[src/rtl/mac_pkg.sv]
// Shared types and constants for the MAC transmit frame builder.
// Padding support is selected in the top module with MAC_TX_PAD_EN.
package mac_pkg;

    typedef enum logic [1:0] {
        IDLE    = 2'd0,
        HDR     = 2'd1,
        PAYLOAD = 2'd2,
        PAD     = 2'd3
    } mac_state_t;

    localparam int         MAC_HDR_LEN     = 14;
    localparam int         MAC_MIN_PAYLOAD = 46;
    localparam logic [7:0] MAC_PAD_BYTE    = 8'h00;

endpackage

[src/rtl/mac_tx_frame_builder.sv]
// Builds an Ethernet frame (dst, src, type, payload, optional pad) ahead of CRC insertion.
// Define MAC_TX_PAD_EN to pad short payloads to the 46-byte minimum.
module mac_tx_frame_builder
    import mac_pkg::*;
#(
    parameter logic [47:0] LOCAL_MAC = 48'hABCD_1234_5678
) (
    input  logic        logic_clk,
    input  logic        logic_rst,
    input  logic [7:0]  net_data_in,
    input  logic        net_valid_in,
    output logic        net_ready_out,
    input  logic        net_last_in,
    input  logic [47:0] net_dst_mac_in,
    input  logic [15:0] net_type_in,
    output logic [7:0]  mac_data_out,
    output logic        mac_valid_out,
    input  logic        mac_ready_in,
    output logic        mac_last_out
);

    localparam logic [3:0] HDR_LAST = 4'(MAC_HDR_LEN - 1);

    mac_state_t    r_state;
    logic [47:0]   r_dst;
    logic [15:0]   r_type;
    logic [3:0]    r_idx;

    logic          w_out_acc;
    logic          w_pay_last;
    logic          w_pad_last;
    logic [111:0]  w_hdr_vec;
    logic [111:0]  w_hdr_shift;
    logic [7:0]    w_hdr_byte;

`ifdef MAC_TX_PAD_EN
    localparam logic [5:0] MIN_PAY     = 6'(MAC_MIN_PAYLOAD);
    localparam logic [5:0] MIN_PAY_M1  = 6'(MAC_MIN_PAYLOAD - 1);

    logic [5:0] r_cnt;

    // r_cnt counts bytes already accepted, so the current byte is number r_cnt+1
    assign w_pay_last = (r_cnt >= MIN_PAY_M1);
    assign w_pad_last = (r_cnt == MIN_PAY_M1);
`else
    assign w_pay_last = 1'b1;
    assign w_pad_last = 1'b0;
`endif

    // Header byte select: index 0 is the dst MAC MSB, index 13 the type LSB
    assign w_hdr_vec   = {r_dst, LOCAL_MAC, r_type};
    assign w_hdr_shift = w_hdr_vec >> {(HDR_LAST - r_idx), 3'b000};
    assign w_hdr_byte  = w_hdr_shift[7:0];

    assign w_out_acc = mac_valid_out && mac_ready_in;

    always_comb begin
        mac_data_out  = 8'h00;
        mac_valid_out = 1'b0;
        mac_last_out  = 1'b0;
        net_ready_out = 1'b0;
        case (r_state)
            HDR: begin
                mac_data_out  = w_hdr_byte;
                mac_valid_out = 1'b1;
            end
            PAYLOAD: begin
                mac_data_out  = net_data_in;
                mac_valid_out = net_valid_in;
                mac_last_out  = net_last_in && w_pay_last;
                net_ready_out = mac_ready_in;
            end
            PAD: begin
                mac_data_out  = MAC_PAD_BYTE;
                mac_valid_out = 1'b1;
                mac_last_out  = w_pad_last;
            end
            default: ;
        endcase
    end

    always_ff @(posedge logic_clk or posedge logic_rst) begin
        if (logic_rst) begin
            r_state <= IDLE;
            r_dst   <= '0;
            r_type  <= '0;
            r_idx   <= '0;
`ifdef MAC_TX_PAD_EN
            r_cnt   <= '0;
`endif
        end else begin
            case (r_state)
                IDLE: begin
                    if (net_valid_in) begin
                        r_dst   <= net_dst_mac_in;
                        r_type  <= net_type_in;
                        r_idx   <= '0;
`ifdef MAC_TX_PAD_EN
                        r_cnt   <= '0;
`endif
                        r_state <= HDR;
                    end
                end
                HDR: begin
                    if (w_out_acc) begin
                        if (r_idx == HDR_LAST) begin
                            r_state <= PAYLOAD;
                        end else begin
                            r_idx <= r_idx + 4'd1;
                        end
                    end
                end
                PAYLOAD: begin
                    if (w_out_acc) begin
`ifdef MAC_TX_PAD_EN
                        if (r_cnt != MIN_PAY) begin
                            r_cnt <= r_cnt + 6'd1;
                        end
                        if (net_last_in) begin
                            r_state <= w_pay_last ? IDLE : PAD;
                        end
`else
                        if (net_last_in) begin
                            r_state <= IDLE;
                        end
`endif
                    end
                end
                PAD: begin
`ifdef MAC_TX_PAD_EN
                    if (w_out_acc) begin
                        r_cnt <= r_cnt + 6'd1;
                        if (w_pad_last) begin
                            r_state <= IDLE;
                        end
                    end
`else
                    r_state <= IDLE;
`endif
                end
                default: r_state <= IDLE;
            endcase
        end
    end

endmodule

[config.mk]
export PLATFORM = sky130hd
export DESIGN_NAME = mac_tx_frame_builder
export DESIGN_NICKNAME = d
export VERILOG_FILES = /design/src/rtl/mac_pkg.sv /design/src/rtl/mac_tx_frame_builder.sv
export SDC_FILE = /design/constraint.sdc
export NUM_CORES = 1
export LEC_CHECK = 0
export BUFFER_PORTS_ARGS = -buffer_cell sky130_fd_sc_hd__buf_4
export CORE_MARGIN = 2
export CORE_UTILIZATION = 27
export DETAILED_ROUTE_END_ITERATION = 16
export PLACE_DENSITY = 0.47
export SYNTH_ARGS = -nofsm -noshare
export SYNTH_HDL_FRONTEND = slang
export SYNTH_SLANG_ARGS = --single-unit
[constraint.sdc]
create_clock -name logic_clk -period 2.7 [get_ports logic_clk]
set_clock_uncertainty 0.05 [all_clocks]
set_input_delay 0.405 -clock logic_clk [delete_from_list [all_inputs] [get_ports logic_clk]]
set_output_delay 0.405 -clock logic_clk [all_outputs]
set_load 0.01 [all_outputs]
**After elaboration in Yosys (flattened, before gate mapping)**

Index checks and enable logic that the tools add are counted.

- Register bits after elaboration: 70
- Bits in latches: 0
- RAM bits: 0
- ROM bits: 0
- Input port bits: 77
- Output and inout bits: 11
- Logic and storage cells: 38
- Memories kept: 0

- Add/sub/neg operators: 2
- $mul: 0
- Divide/modulo/power cells: 0
- Magnitude comparators: 0
- Equal/unequal tests: 10
- Shifts and indexed selects: 1
- Muxes and demuxes: 14
- Bitwise gates (word level): 0
- Reductions and logical operators: 7

Operators by type and width:

| cell | number |
|---|---|
| $shr 112x7->8 | 1 |
| $pmux 8 s2 | 1 |
| $mux 4 | 3 |
| $ne 2x2->1 const B | 6 |
| $mux 2 | 5 |
| $pmux 2 s4 | 1 |
| $pmux 4 s2 | 1 |
| $reduce_and 5->1 | 1 |
| $add 4x1->4 const B | 1 |
| $eq 2x2->1 const B | 2 |
| $eq 4x4->1 const B | 1 |
| $reduce_and 4->1 | 1 |
| $sub 4x4->4 const A | 1 |
| $eq 2x1->1 const B | 1 |
| $logic_not 2->1 | 1 |
| $mux 1 | 2 |
| $pmux 1 s2 | 1 |
| $reduce_and 2->1 | 1 |
| $reduce_bool 2->1 | 1 |
| $reduce_or 2->1 | 1 |
| $logic_and 1x1->1 | 1 |

**Logic depth before layout (Yosys ltp)**

- Depth after elaboration: 6
- Gate-level depth with buffers: 10
- Mapped depth without buffers: 6

**Least setup slack after synthesis**

Ideal clock, no wire load.

- Kind: reg2out
- Start point: register r_idx[1]
- End point: output mac_data_out[3]
- Arrival time: 2.355 ns
- Required time: 2.245 ns
- Slack: -0.110 ns
- Stages on the path, launching flop included: 10
- Buffers on the path: 3
- Path through: dfrtp_1 > buf_2 > clkinv_1 > ha_1 > buf_6 > buf_6 > or2_2 > o311ai_0 > o21ai_0 > a32oi_1

- Word-level cells in the longest chain between the ends: 3

RTL lines:

| item | line | source |
|---|---|---|
| from (decl) | mac_tx_frame_builder.sv:27 | `logic [3:0] r_idx;` |
| from (signal assigned) | mac_tx_frame_builder.sv:109 | `r_idx <= r_idx + 4'd1;` |
| $sub 4x4->4 | mac_tx_frame_builder.sv:52 | `assign w_hdr_shift = w_hdr_vec >> {(HDR_LAST - r_idx), 3'b000};` |
| $shr 112x7->8 | mac_tx_frame_builder.sv:52 |  |
| $pmux 8 s2 | mac_tx_frame_builder.sv:62 | `case (r_state)` |
| to (decl) | mac_tx_frame_builder.sv:16 | `output logic [7:0] mac_data_out,` |

No other way between the ends.

**Worst setup path in the final report**

- Start point: register r_idx[1]
- End point: output mac_data_out[2]

The elaborated chain is that of the path after synthesis.

==> flow_summary.yaml <==
run_status:
  status: "finished, violations left"
  violations: "setup timing"
layout:
  area_growth_pct: 39.4
  final_common_cell: "buf_4"
  final_cell_mix: "buf_4, mux2_2, dfrtp_1"
  fin_nets: 484
  drive_gt1_frac: 0.552
  final_cells: 580
  diodes: 0
critical_path:
  crit_chain: "clkinv_2 > ha_4 > buf_12 > mux2i_2 > nor2_1 > or4_4 > a32o_2 > buf_6"
  timing.rr.end: "r_idx[3]"
  r2r_slack_ns: 0.64
  cp_slowest_stage_delay_ns: 0.49
  end_kind: "primary output"
  start_kind: "flop"
  cp_slowest_cell: "or4_4"
  cp.required_ns: 2.25
  r2r-start: "r_idx[0]"
  path_max_fanout: 3
  r2r_cells: 5
  setup.worst_path.class: "reg2out"
  crit_arrival_ns: 2.35
logic_synthesis:
  ys_seq_elements: 70
  synthFlopType: "dfrtp_1"
  syn_area_per_cell_sq_um: 12.3
  seq_area_frac_synth: 0.485
  syn_inst: 294
  synthTopCellsByArea: "dfrtp_1, mux2_2, mux2i_1, ha_1, nand2_1"
  yosys.area.top_type: "dfrtp_1"
  ys_warn_count: 0
  synth_edf_count: 0
  synth_nets: 379
  synth_largest_type_area_fraction: 0.485
  ys_async_sr_fraction: 1.00
  synth.distinct_cells: 45
  synth.cell_area_sq_um: 3610
route:
  wl_met3_um: 595
  drt_iter0_drc: 180
  drc: 0
  vias: 2727
  wl_met1_um: 4400
  top_layer: "met4"
  post_drt_wl_per_cell_um: 17.1
  antenna_left: 0
  dr.pass1.iters: 4
  wl_met2_um: 4790
  wirelength_um: 9920
  vias_per_cell: 4.70
power:
  ir_drop_mv: 0.407
  p_leak_nw: 2.29
  powerDensity_nw_per_um2: 1190
  power_w: 0.00597
sta:
  worstMarginPinSlew_ns: 0.704
  fin_ws_ns: -0.102
  fmax_mhz: 357
  period_minus_slack_ns: 2.80
  finalSetupViolCount: 5
  fin_crit_sh: 1.04
  grt_setup_unrepaired: "true"
  tns_ns: -0.266
  relSlewSlack: 0.530
  hold_violations: 0
  slew_viol_final: 0
global_route:
  grtUsageTotal: 0.145
  first_global_vias: 2846
  antenna_found_initial: 0
  overflow: 0
  grt_pass1_wl_um: 15500
  grt_max_degree: 41
die:
  core-area_sq_um: 13100
  die_w_um: 120
  initial_core_util: 0.275
  num_io_pins: 88
  die-area_sq_um: 14300
  rows: 42
  dieHeight_um: 120
clocking:
  cts_buffer_depth: 2
  htree_levels: 3
  numClockSinks: 70
  numCtsBuffers: 9
  clk_latency_ns: 0.34
  cts_tree: "done"
  cts-root-buf: "clkbuf_16"
  clkTransAtPathRegs_ns: 0.06
min_path:
  hold_class: "in2async"
place:
  dpl.cell_count: 555
  gp_congestion: 0.811
  dp_hpwl_um: 7450
  io_buffer_count: 87
flow_run:
  max-cap-violations: 0
## timing repair
action / CTS / global route
pin swaps: 8 / 9
endpoints found under the hold margin: 0 / 0
setup buffers: 8 / 1
gates resized for setup: 15 / 12
endpoints found under the setup margin: 8 / 8
hold buffers: 0 / 0
## kinds of logic (layout without fill, tap and decap cells)
kind of cell             after synthesis  after routing  share of synthesized area
multiplexers                          88             88                      0.270
flip-flops                            70             70                      0.485
AO/OA/AOI/OAI                         52             52                      0.105
AND/OR/NAND/NOR                       49             49                     0.0721
buffers and inverters                 25            135                     0.0357
adder cells (fa/ha/maj)                8              8                     0.0277
XOR/XNOR                               2              2                    0.00485
## sequential cells by signal, indices dropped and copies added (netlist names)
name and cells:
r_dst 48, r_idx 4, r_state 2, r_type 16
## cell type report
type	count	area, sq um
repair buffers	111	895
fillers	1313	8110
inverters	8	31.3
clock buffers	10	229
flip-flops and latches	70	1750
clock inverters	6	62.6
multi-input cells	199	1840
well taps	176	220
## per-stage QoR
step / util / hold WS [ns] / cell area [sq um] / setup slack, ns
final: 0.383 / 0.138 / 5030 / -0.102
after global routing: 0.383 / 0.198 / 5030 / -0.168
after CTS: 0.379 / 0.166 / 4980 / -0.113
after detailed placement: 0.345 / 0.443 / 4540 / 0.0909
after global placement: 0.345 / 0.439 / 4540 / 0.124
after floorplan: - / 0.421 / 3610 / 0.0159
## critical path, delay by kind of cell, from the launching register on
| kind | cells | cell delay [ns] |
|---|---|---|
| simple gates | 2 | 0.55 |
| flops | 1 | 0.36 |
| buf+inv | 3 | 0.32 |
| fa+ha+maj | 1 | 0.31 |
| compound gates | 1 | 0.27 |
| mux | 1 | 0.19 |
## worst max path at each step
stage / to / start / cells past startpoint / slack, ns
final: mac_data_out[2] / r_idx[1] / 8 / -0.10
after global routing: mac_data_out[1] / r_idx[1] / 10 / -0.17
after CTS: mac_data_out[2] / r_idx[1] / 8 / -0.11
after detailed placement: mac_data_out[2] / r_idx[1] / 8 / 0.09
after global placement: mac_data_out[2] / r_idx[1] / 8 / 0.12
after floorplan: mac_data_out[3] / r_idx[1] / 9 / 0.02
## layer usage
metal / up-vias / GRT usage
met2: 88 / 0.233
met4: 0 / 0.0581
met1: 1335 / 0.185
li1: 1295 / -
met5: - / 0
met3: 9 / 0.0380
## cell usage after synthesis (all sizes together) (3+ instances only)
cell type	number
nand2b	3
a21oi	10
nand4	3
mux2	74
o211ai	4
nand2	16
dfrtp	70
o21ai	8
nand3	3
ha	8
a41o	3
and2	4
a32o	3
nor2	8
nor2b	4
mux2i	14
o22ai	3
inv	7
buf	13
clkbuf	4
a221o	4
## report_power, final
part | leakage (nW) | internal [W] | total, W | switching [W]
logic | 1.32 | 0.00159 | 0.00289 | 0.00130
registers | 0.833 | 0.00158 | 0.00193 | 0.000345
clock network | 0.134 | 0.000711 | 0.00116 | 0.000448
total | 2.29 | 0.00388 | 0.00597 | 0.00209
No activity file was read; power rests on OpenSTA's default activity.
